**config.mk**
```make
export PLATFORM = sky130hd
export DESIGN_NAME = unified_mem_arbiter
export DESIGN_NICKNAME = d
export VERILOG_FILES = /design/src/rtl/femto_mem_pkg.sv /design/src/rtl/mem_arb_starve_cnt.sv /design/src/rtl/unified_mem_arbiter.sv
export SDC_FILE = /design/constraint.sdc
export NUM_CORES = 1
export LEC_CHECK = 0
export ABC_AREA = 1
export CAP_MARGIN = 5
export CORE_AREA = 2 2 97 99
export CTS_CLUSTER_DIAMETER = 80
export DETAILED_ROUTE_END_ITERATION = 8
export DIE_AREA = 0 0 99 101
export SYNTH_ARGS = -nofsm -noshare
export SYNTH_HDL_FRONTEND = slang
export SYNTH_SLANG_ARGS = --single-unit
```
**constraint.sdc**
```tcl
create_clock -name clk -period 1.9 [get_ports clk]
set_clock_uncertainty 0.1 [all_clocks]
set_input_delay 0.285 -clock clk [delete_from_list [all_inputs] [get_ports clk]]
set_output_delay 0.285 -clock clk [all_outputs]
set_load 0.005 [all_outputs]
```
**src/rtl/femto_mem_pkg.sv**
```systemverilog
// Shared types and helpers for the unified instruction/data memory arbiter.
package femto_mem_pkg;

  typedef enum logic [1:0] {
    OWN_NONE = 2'd0,
    OWN_IF   = 2'd1,
    OWN_DRD  = 2'd2,
    OWN_DWR  = 2'd3
  } owner_e;

  // Byte address to word address; callers slice the low ADDR_W bits.
  function automatic logic [29:0] word_of(input logic [31:0] byte_addr);
    return byte_addr[31:2];
  endfunction

endpackage

```
**src/rtl/mem_arb_starve_cnt.sv**
```systemverilog
// Saturating count of consecutive fetch denials; at_max forces the next fetch grant.
module mem_arb_starve_cnt #(
  parameter int unsigned MAX = 4
) (
  input  logic clk,
  input  logic rst_n,
  input  logic inc,
  input  logic clr,
  output logic at_max
);

  localparam int unsigned W = (MAX < 2) ? 1 : $clog2(MAX + 1);

  logic [W-1:0] r_cnt;

  assign at_max = (r_cnt == W'(MAX));

  always_ff @(posedge clk or negedge rst_n) begin
    if (!rst_n) begin
      r_cnt <= '0;
    end else if (clr) begin
      r_cnt <= '0;
    end else if (inc && !at_max) begin
      r_cnt <= r_cnt + W'(1);
    end
  end

endmodule

```
**src/rtl/unified_mem_arbiter.sv**
```systemverilog
// Arbitrates one single-port synchronous-read memory between fetch and data requesters.
// Data has priority; a starvation guard bounds how long fetch can be denied.
module unified_mem_arbiter
  import femto_mem_pkg::*;
#(
  parameter int unsigned ADDR_W     = 6,
  parameter int unsigned STARVE_MAX = 4
) (
  input  logic              clk,
  input  logic              rst_n,
  input  logic              if_req,
  input  logic [31:0]       if_addr,
  output logic              if_gnt,
  output logic              if_valid,
  output logic [31:0]       if_rdata,
  output logic              if_err,
  input  logic              d_req,
  input  logic              d_we,
  input  logic [31:0]       d_addr,
  input  logic [3:0]        d_be,
  input  logic [31:0]       d_wdata,
  output logic              d_gnt,
  output logic              d_valid,
  output logic [31:0]       d_rdata,
  output logic              d_err,
  output logic              mem_en,
  output logic [3:0]        mem_we,
  output logic [ADDR_W-1:0] mem_addr,
  output logic [31:0]       mem_wdata,
  input  logic [31:0]       mem_rdata
);

  owner_e      r_owner;
  owner_e      w_owner_nxt;
  logic        r_err_q;
  logic        w_err_nxt;
  logic        w_at_max;
  logic        w_if_gnt;
  logic        w_d_gnt;
  logic        w_starve_inc;
  logic [29:0] w_if_word;
  logic [29:0] w_d_word;
  logic        w_if_inr;
  logic        w_d_inr;

  assign w_if_word = word_of(if_addr);
  assign w_d_word  = word_of(d_addr);
  assign w_if_inr  = ((w_if_word >> ADDR_W) == '0);
  assign w_d_inr   = ((w_d_word >> ADDR_W) == '0);

  always_comb begin
    w_d_gnt  = d_req && !(if_req && w_at_max);
    w_if_gnt = if_req && !w_d_gnt;
  end

  assign w_starve_inc = if_req && !w_if_gnt;

  mem_arb_starve_cnt #(
    .MAX (STARVE_MAX)
  ) u_starve (
    .clk    (clk),
    .rst_n  (rst_n),
    .inc    (w_starve_inc),
    .clr    (!w_starve_inc),
    .at_max (w_at_max)
  );

  always_comb begin
    w_owner_nxt = OWN_NONE;
    w_err_nxt   = 1'b0;
    if (w_d_gnt) begin
      w_owner_nxt = d_we ? OWN_DWR : OWN_DRD;
      w_err_nxt   = !w_d_inr;
    end else if (w_if_gnt) begin
      w_owner_nxt = OWN_IF;
      w_err_nxt   = !w_if_inr;
    end
  end

  always_ff @(posedge clk or negedge rst_n) begin
    if (!rst_n) begin
      r_owner <= OWN_NONE;
      r_err_q <= 1'b0;
    end else begin
      r_owner <= w_owner_nxt;
      r_err_q <= w_err_nxt;
    end
  end

  // Combinational outputs are gated by rst_n so nothing leaks while reset is held.
  always_comb begin
    if_gnt    = 1'b0;
    d_gnt     = 1'b0;
    mem_en    = 1'b0;
    mem_we    = '0;
    mem_addr  = w_d_gnt ? w_d_word[ADDR_W-1:0] : w_if_word[ADDR_W-1:0];
    mem_wdata = d_wdata;
    if_valid  = 1'b0;
    if_rdata  = '0;
    if_err    = 1'b0;
    d_valid   = 1'b0;
    d_rdata   = '0;
    d_err     = 1'b0;
    if (rst_n) begin
      if_gnt = w_if_gnt;
      d_gnt  = w_d_gnt;
      if (w_d_gnt) begin
        mem_en = w_d_inr;
        mem_we = (d_we && w_d_inr) ? d_be : 4'b0000;
      end else if (w_if_gnt) begin
        mem_en = w_if_inr;
      end
      unique case (r_owner)
        OWN_IF: begin
          if_valid = 1'b1;
          if_err   = r_err_q;
          if_rdata = r_err_q ? '0 : mem_rdata;
        end
        OWN_DRD: begin
          d_valid = 1'b1;
          d_err   = r_err_q;
          d_rdata = r_err_q ? '0 : mem_rdata;
        end
        OWN_DWR: begin
          d_valid = 1'b1;
          d_err   = r_err_q;
        end
        default: ;
      endcase
    end
  end

endmodule

```
==> results_dict.tcl, run 1 <==
set metrics [dict create \
    place_hpwl_um 4680 \
    n_fill_cell 969 \
    regToRegSetupSlack_ns 0.45 \
    syn_nets 392 \
    cpPeakStageDelay_ns 0.50 \
    status "finished, violations left" \
    core.rowCount 35 \
    synthCells 253 \
    arrival_ns 1.59 \
    grt_usage 0.119 \
    viasPerCell 4.07 \
    start_util 0.144 \
    chipHeight_um 101 \
    violations "negative setup slack" \
    h-tree-depth 1 \
    cts_root_buf "clkbuf_8" \
    hold_violations 0 \
    tightest_slew_ns 0.199 \
    first_pass_iters 4 \
    syn2layout_area_growth_pct 171 \
    mostFrequentLayoutCell "nor2_1" \
    pin_count 250 \
    critPathLaunchType "flip-flop" \
    via_count 2205 \
    grt_pass1_wl_um 9830 \
    dp_cells 520 \
    layout.cells.non_filler 542 \
    slew_headroom 0.867 \
    synth_seq_cells 6 \
    rsz0062_at_grt "true" \
    layout-drive-gt1-share 0.213 \
    synth-seq-area-share 0.116 \
    period_share 1.04 \
    clock_path_buffers 2 \
    gp_congestion 0.778 \
    clkLatencyLatePin_ns 0.22 \
    path_buf_inv 4 \
    drc 0 \
    grt_max_degree 18 \
    io_buffer_count 181 \
    routed_wl_um 6500 \
    routedWlPerCell_um 12.0 \
    hold_class "in -> async" \
    min_period_ns 1.97 \
    yosys_warnings 0 \
    worst_ep_required_time_ns 1.51 \
    cts_buffers 3 \
    ant_nets 0 \
    dieWidth_um 99 \
    antenna_found_initial 0 \
    clock_sinks 6 \
    slowest_stage "clkdlybuf4s50_1" \
    nets 572 \
    cp_max_fo 17 \
    endpoint_kind "output port" \
    finalMaxSlewViolations 0 \
    crit_chain "clkinv_4 -> buf_12 -> buf_16 -> nand2_1 -> nor2_1 -> clkdlybuf4s50_1" \
    syn-mean-instance-area_um2 5.11 \
    synthTopCellsByArea "nor2_1 31%, nand2_1 22%, buf_4 19%" \
    drv_cap 0 \
    yosys.area.top_type "nor2_1" \
    core_um2 8980 \
    setup-tns-final_ns -0.133 \
    clk_pin_slew_ns 0.03 \
    dieArea_um2 10000 \
    grt_pass1_vias 2148 \
    netlist-cell-type-count 17 \
    final_cell_mix "90 x nor2_1, 75 x clkdlybuf4s50_1, 65 x nand2_1, 49 x dlygate4sd2_1, 43 x dlymetal6s2s_1" \
    n_antenna_cell 0 \
    synth.top_cell.area_share 0.310 \
    syn_area_um2 1290 \
    crit_family "buffers and inverters" \
    fmax_mhz 507 \
    path_class "reg -> out" \
    p_per_area_nw_per_um2 238 \
    peakVddDrop_mv 0.214 \
    leakagePower_nw 2.18 \
    cts_tree "done" \
    drt_iter0_drc 40 \
    setup_viol 5 \
    setup_ws_ns -0.0740 \
    grt.overflow.total 0 \
]
worst min-delay path, stage by stage:
cell,delay (ns)
clkdlybuf4s15_2,0.25
buf_4,0.14
buf_4,0.11
cell families after synthesis:
family          count (synthesis)  synth area share
buf+inv                        53             0.276
simple gates                  190             0.575
xor+xnor                        1           0.00677
fa+ha+maj                       2            0.0193
flops                           6             0.116
compound gates                  1           0.00677
metal layers:
layer	vias up	wire, um	global-route usage
met1	961	2420	0.133
met2	160	3230	0.222
li1	1076	-	-
met5	-	0	0
met3	8	801	0.0381
met4	0	48	0.0200
cell type report:
cell class | instances | area [um2] | share of cell area
Sequential cell | 6 | 150 | 0.0428
Multi-Input combinational cell | 196 | 951 | 0.271
Clock buffer | 3 | 41.3 | 0.0118
Inverter | 11 | 56.3 | 0.0160
Timing Repair Buffer | 215 | 2170 | 0.619
Tap cell | 111 | 139 | 0.0396
where the power goes:
group	total [mW]	switching [mW]	internal (mW)
registers	0.140	0.00474	0.135
clock network	0.182	0.0467	0.135
logic	0.513	0.194	0.320
Yosys cell counts (all sizes together):
cell	number
nor2	109
nand2	77
buf	42
inv	10
dfrtp	6
nand3	3
ha	2
clkinv	1
nand4	1
o21ai	1
xnor2	1
path summary, 6_finish.rpt:
check                                    endpoint  cells past startpoint              start
worst max-delay path                 if_rdata[31]                      6            r_err_q
worst min-delay path                   r_owner[1]                      3              rst_n
worst max register to register         r_owner[0]                      9  u_starve.r_cnt[0]
worst min register to register  u_starve.r_cnt[0]                      2  u_starve.r_cnt[0]
max in group asynchronous                 r_err_q                      2              rst_n
min in group clk                u_starve.r_cnt[0]                      2  u_starve.r_cnt[0]
sequential cells by signal (all words and copies together) (netlist names):
register and count:
r_err_q 1, u_starve.r_cnt 3, r_owner 2
stage by stage:
step | hold WS (ns) | setup slack (ns) | instance area (um2) | power (mW) | utilization
6_report | 0.156 | -0.0740 | 3510 | 0.835 | 0.391
5_1_grt | 0.172 | -0.174 | 3510 | 0.890 | 0.391
4_1_cts | 0.130 | -0.143 | 3330 | 0.841 | 0.371
3_5_place_dp | 0.397 | -0.470 | 3080 | 0.594 | 0.343
3_3_place_gp | 0.398 | -0.441 | 3080 | 0.589 | 0.343
2_1_floorplan | -0.111 | 0.430 | 1290 | 0.319 | -
timing repair:
| action | in CTS | in global routing |
|---|---|---|
| buffers inserted | 12 | 1 |
| hold buffers | 1 | 0 |
| hold endpoints to repair | 1 | 0 |
| endpoints found under the setup margin | 81 | 33 |
| resized for setup | 125 | 73 |
| pin swaps | 15 | 47 |
| gates cloned | 5 | 0 |
No activity file was read; power rests on OpenSTA's default activity.
==> inputs of run 2 (changes only) <==
--- a/config.mk
+++ b/config.mk
@@ -12,4 +12,5 @@
 export DETAILED_ROUTE_END_ITERATION = 8
 export DIE_AREA = 0 0 99 101
+export SLEW_MARGIN = 10
 export SYNTH_ARGS = -nofsm -noshare
 export SYNTH_HDL_FRONTEND = slang
==> constraint.sdc (replaced) <==
create_clock -name clk -period 1.9 [get_ports clk]
set_clock_uncertainty 0.1 [all_clocks]
set_input_delay 0.285 -clock clk [delete_from_list [all_inputs] [get_ports clk]]
set_output_delay 0.285 -clock clk [all_outputs]
set_load 0.05 [all_outputs]
==> results_dict.tcl, run 2 (synthesized netlist as in run 1, its figures left out) <==
set metrics [dict create \
    slowest_stage "clkdlybuf4s50_1" \
    routed_wl_um 7460 \
    dieWidth_um 99 \
    r2r-end "u_starve.r_cnt[2]" \
    largest_register "u_starve.r_cnt" \
    power_mw 1.12 \
    nets 561 \
    endpoint_kind "output port" \
    grt_usage 0.128 \
    fmax_mhz 526 \
    core_um2 8980 \
    drv_cap 0 \
    antenna_found_initial 0 \
    n_fill_cell 842 \
    leakagePower_nw 1.80 \
    pin_count 250 \
    r2r_start "u_starve.r_cnt[1]" \
    cts_root_buf "clkbuf_8" \
    cts_buffers 3 \
    via_count 2201 \
    fin_util 0.506 \
    syn2layout_area_growth_pct 251 \
    worst_ep_required_time_ns 1.51 \
    cpPeakStageDelay_ns 0.48 \
    p_per_area_nw_per_um2 245 \
    drc 0 \
    drt_iter0_drc 39 \
    largest_reg_flops 3 \
    top_regs "u_starve.r_cnt: 3 flops, r_owner: 2 flops, r_err_q: 1 flops" \
    n_antenna_cell 0 \
    arrival_ns 1.52 \
    mostFrequentLayoutCell "buf_12" \
    routedWlPerCell_um 14.0 \
    chipHeight_um 101 \
    regArea_um2 150 \
    grt.overflow.total 0 \
    clock_sinks 6 \
    status "finished, violations left" \
    grt_pass1_vias 2223 \
    h-tree-depth 1 \
    cts_tree "done" \
    final_cell_mix "84 x buf_12, 55 x nand2_1, 52 x clkdlybuf4s50_1, 42 x dlygate4sd2_1, 41 x nor2_4" \
    period_share 1.00 \
    min_period_ns 1.90 \
    clkLatencyLatePin_ns 0.22 \
    slew_headroom 0.846 \
    hold_violations 0 \
    postLayoutCellArea_um2 4550 \
    rsz0062_at_grt "true" \
    io_buffer_count 181 \
    cp_max_fo 8 \
    place_hpwl_um 5360 \
    critPathLaunchType "input pin" \
    gp_congestion 0.809 \
    peakVddDrop_mv 0.234 \
    viasPerCell 4.15 \
    cts_hold_buf 0 \
    multi_input_area_um2 1330 \
    ant_nets 0 \
    tightest_slew_ns 0.231 \
    setup_ws_ns -0.000736 \
    path_class "in -> out" \
    violations "negative setup slack" \
    finalMaxSlewViolations 0 \
    grt_max_degree 35 \
    worst_r2r_path_depth 8 \
    setup_viol 1 \
    placed_area_um2 3920 \
    regToRegSetupSlack_ns 0.56 \
    start_util 0.144 \
    crit_chain "clkdlybuf4s50_1 -> nand2_1 -> clkinv_4 -> nand2_8 -> nor2_2 -> buf_12" \
    core.rowCount 35 \
    first_pass_iters 4 \
    clock_path_buffers 2 \
    hold_class "in -> async" \
    dieArea_um2 10000 \
    layout-drive-gt1-share 0.524 \
    clk_pin_slew_ns 0.03 \
    grt_pass1_wl_um 10400 \
]
## run 2: cell count changes in the layout (fill, tap and decap cells not counted), sizes merged
| cell | before | now |
|---|---|---|
| buf | 41 | 101 |
| dlymetal6s2s | 43 | 6 |
| clkdlybuf4s50 | 75 | 52 |
| dlygate4sd2 | 49 | 42 |
| clkbuf | 7 | 5 |
| bufbuf | 1 | 0 |
| clkdlybuf4s15 | 1 | 0 |
| clkinvlp | 0 | 1 |
| dlygate4sd3 | 1 | 0 |
| inv | 9 | 8 |
| nand2 | 79 | 80 |
## run 2: per-stage QoR
stage	TNS, ns	setup WS (ns)	hold WS, ns	instances
after CTS	-0.791	-0.0412	0.369	524
after global placement	-2.83	-0.0852	0.345	517
after global routing	-0.835	-0.0636	0.405	531
after detailed placement	-4.12	-0.111	0.367	517
after floorplan	-0.105	-0.104	-0.111	253
final	-0.000736	-0.000736	0.394	531
## run 2: layout make-up
type | instances | share of cell area
Clock buffer | 3 | 0.00908
Tap cell | 111 | 0.0305
Multi-Input combinational cell | 197 | 0.293
Sequential cell | 6 | 0.0330
Inverter | 11 | 0.0121
Timing Repair Buffer | 203 | 0.622
## run 2: worst max-delay path: cells and delay by family
| family | cells | cell delay [ns] |
|---|---|---|
| and+or+nand+nor | 3 | 0.42 |
| buffers and inverters | 3 | 0.80 |
## run 2: worst max-delay path by stage
stage,startpoint,endpoint,slack [ns]
final,rst_n,d_rdata[23],-0.0007
after floorplan,u_starve.r_cnt[0],mem_we[0],-0.10
after global placement,d_addr[31],mem_we[0],-0.09
after detailed placement,rst_n,d_rdata[26],-0.11
after global routing,rst_n,d_rdata[23],-0.06
after CTS,rst_n,if_rdata[30],-0.04
## run 2: where the power goes
part	internal [mW]	leakage [nW]	total, mW	switching (mW)
combinational	0.389	1.71	0.793	0.404
clock	0.136	0.0216	0.184	0.0487
sequential	0.135	0.0754	0.139	0.00412
## run 2: what timing repair did
| item | CTS | global route |
|---|---|---|
| endpoints found under the setup margin | 77 | 77 |
| resized for setup | 102 | 93 |
| cloned | 1 | 5 |
| buffers inserted | 3 | 2 |
| pin swaps | 55 | 22 |
## run 2: per-layer routing
| layer | up-vias | part of all wire | wire, um | global-route usage |
|---|---|---|---|---|
| met4 | 0 | 0.011 | 80 | 0.0295 |
| met2 | 153 | 0.54 | 4060 | 0.239 |
| met3 | 8 | 0.11 | 794 | 0.0437 |
| li1 | 1064 | - | - | - |
| met5 | - | 0 | 0 | 0 |
| met1 | 976 | 0.34 | 2520 | 0.138 |
==> inputs of run 3 (changes only) <==
Settings changed: SKIP_CTS_REPAIR_TIMING set to 1.
==> results_dict.tcl, run 3 (synthesized netlist as in run 1, its figures left out) <==
set metrics [dict create \
    dr.max_layer_used "met4" \
    cp_max_fo 7 \
    regToRegSetupSlack_ns 0.53 \
    critPathLaunch "u_starve.r_cnt[1]" \
    drv_cap 0 \
    p_int_mw 0.665 \
    via_count 2172 \
    hold_class "in -> async" \
    grt_usage 0.117 \
    core_um2 8980 \
    worst_ep_required_time_ns 1.51 \
    setup-tns-final_ns 0 \
    hold_violations 0 \
    seqPwrFrac 0.127 \
    route.met3.wl_um 789 \
    layout-drive-gt1-share 0.507 \
    power_frac_clock 0.171 \
    arrival_ns 1.50 \
    switchingPower_mw 0.426 \
    largest_register "u_starve.r_cnt" \
    syn2layout_area_growth_pct 248 \
    placed_area_um2 3920 \
    wl_met2_um 3800 \
    cts_root_buf "clkbuf_8" \
    met1_length_um 2560 \
    leakagePower_nw 2.12 \
    crit_end "mem_addr[4]" \
    peakVddDrop_mv 0.230 \
    top_regs "u_starve.r_cnt: 3 flops, r_owner: 2 flops, r_err_q: 1 flops" \
    largest_reg_flops 3 \
    viasPerCell 4.12 \
    tightest_slew_ns 0.213 \
    routed_wl_um 7200 \
    cts_tree "done" \
    power_mw 1.09 \
    drt_iter0_drc 15 \
    nets 557 \
    core.rowCount 35 \
    final_cell_mix "84 x buf_12, 66 x nor2_2, 59 x nand2_1, 51 x clkdlybuf4s50_1, 49 x dlymetal6s2s_1" \
    first_pass_iters 3 \
    pin_count 250 \
    clock_path_buffers 2 \
    dieWidth_um 99 \
    n_fill_cell 827 \
    r2r_start "u_starve.r_cnt[1]" \
    clkLatencyLatePin_ns 0.22 \
    h-tree-depth 1 \
    period_share 0.991 \
    chipHeight_um 101 \
    worst_r2r_path_depth 8 \
    path_class "reg -> out" \
    place_hpwl_um 5360 \
    postLayoutCellArea_um2 4500 \
    clk_pin_slew_ns 0.03 \
    dieArea_um2 10000 \
    fmax_mhz 531 \
    start_util 0.144 \
    status "complete, no violations" \
    grt_pass1_wl_um 9600 \
    setup_viol 0 \
    endpoint_kind "output port" \
    swShare 0.391 \
    finalMaxSlewViolations 0 \
    fin_util 0.501 \
    pwr-share-comb 0.702 \
    drc 0 \
    slew_headroom 0.858 \
    mostFrequentLayoutCell "buf_12" \
    p_per_area_nw_per_um2 243 \
    grt_pass1_vias 2108 \
    rsz0062_at_grt "true" \
    n_antenna_cell 0 \
    cts_buffers 3 \
    min_period_ns 1.88 \
    routedWlPerCell_um 13.7 \
    r2r-end "u_starve.r_cnt[2]" \
    io_buffer_count 181 \
    grt_max_degree 35 \
    clock_sinks 6 \
    critPathLaunchType "flip-flop" \
    antenna_found_initial 0 \
    grt.overflow.total 0 \
    ant_nets 0 \
    gp_congestion 0.809 \
]
run 3: cell count changes in the layout (fill, tap and decap cells not counted), moves of 2 or more:
cell	delta
nand2_4	+4
dlymetal6s2s_1	+43
nand2_2	-8
nor2_2	+28
nand2_8	-2
buf_4	-2
nor2_4	-29
nand2_1	+4
dlygate4sd2_1	-42
run 3: worst min path at each step:
stage	endpoint	cells past startpoint	startpoint
finish	r_err_q	3	rst_n
global route	r_owner[1]	3	rst_n
CTS	r_err_q	3	rst_n
detailed placement	u_starve.r_cnt[0]	1	u_starve.r_cnt[0]
global placement	u_starve.r_cnt[0]	1	u_starve.r_cnt[0]
floorplan	r_err_q	0	rst_n
run 3: per-stage QoR:
step                hold slack, ns  worst slack, ns  instances
finish                     0.00423           0.0171        527
global route                0.0152          -0.0567        527
CTS                          0.369           -0.104        520
detailed placement           0.367           -0.111        517
global placement             0.345          -0.0852        517
floorplan                   -0.111           -0.104        253
run 3: worst max-delay path, stage by stage (launching register included):
cell and delay (ns):
dfrtp_1 0.38, inv_2 0.07, ha_4 0.13, nand3_2 0.09
nand2_4 0.12, inv_6 0.06, buf_12 0.14, nand2_2 0.07
nand2_2 0.06, buf_12 0.14
run 3: per-layer routing:
| layer | vias to the layer above | GRT usage |
|---|---|---|
| met4 | 0 | 0.0295 |
| met3 | 6 | 0.0444 |
| met2 | 146 | 0.218 |
| met1 | 972 | 0.122 |
| li1 | 1048 | - |
| met5 | - | 0 |
run 3: power groups by stage:
stage	registers [mW]	clock network, mW	logic (mW)
2_1_floorplan	0.139	0	0.441
3_3_place_gp	0.139	0	0.685
3_5_place_dp	0.139	0	0.693
4_1_cts	0.138	0.189	0.696
5_1_grt	0.139	0.195	0.811
6_report	0.139	0.187	0.766
run 3: final cells by class:
type	count	area (um2)	area share
Clock buffer	3	41.3	0.00918
Inverter	11	52.6	0.0117
Multi-Input combinational cell	195	1150	0.256
Sequential cell	6	150	0.0334
Tap cell	111	139	0.0309
Timing Repair Buffer	201	2960	0.658
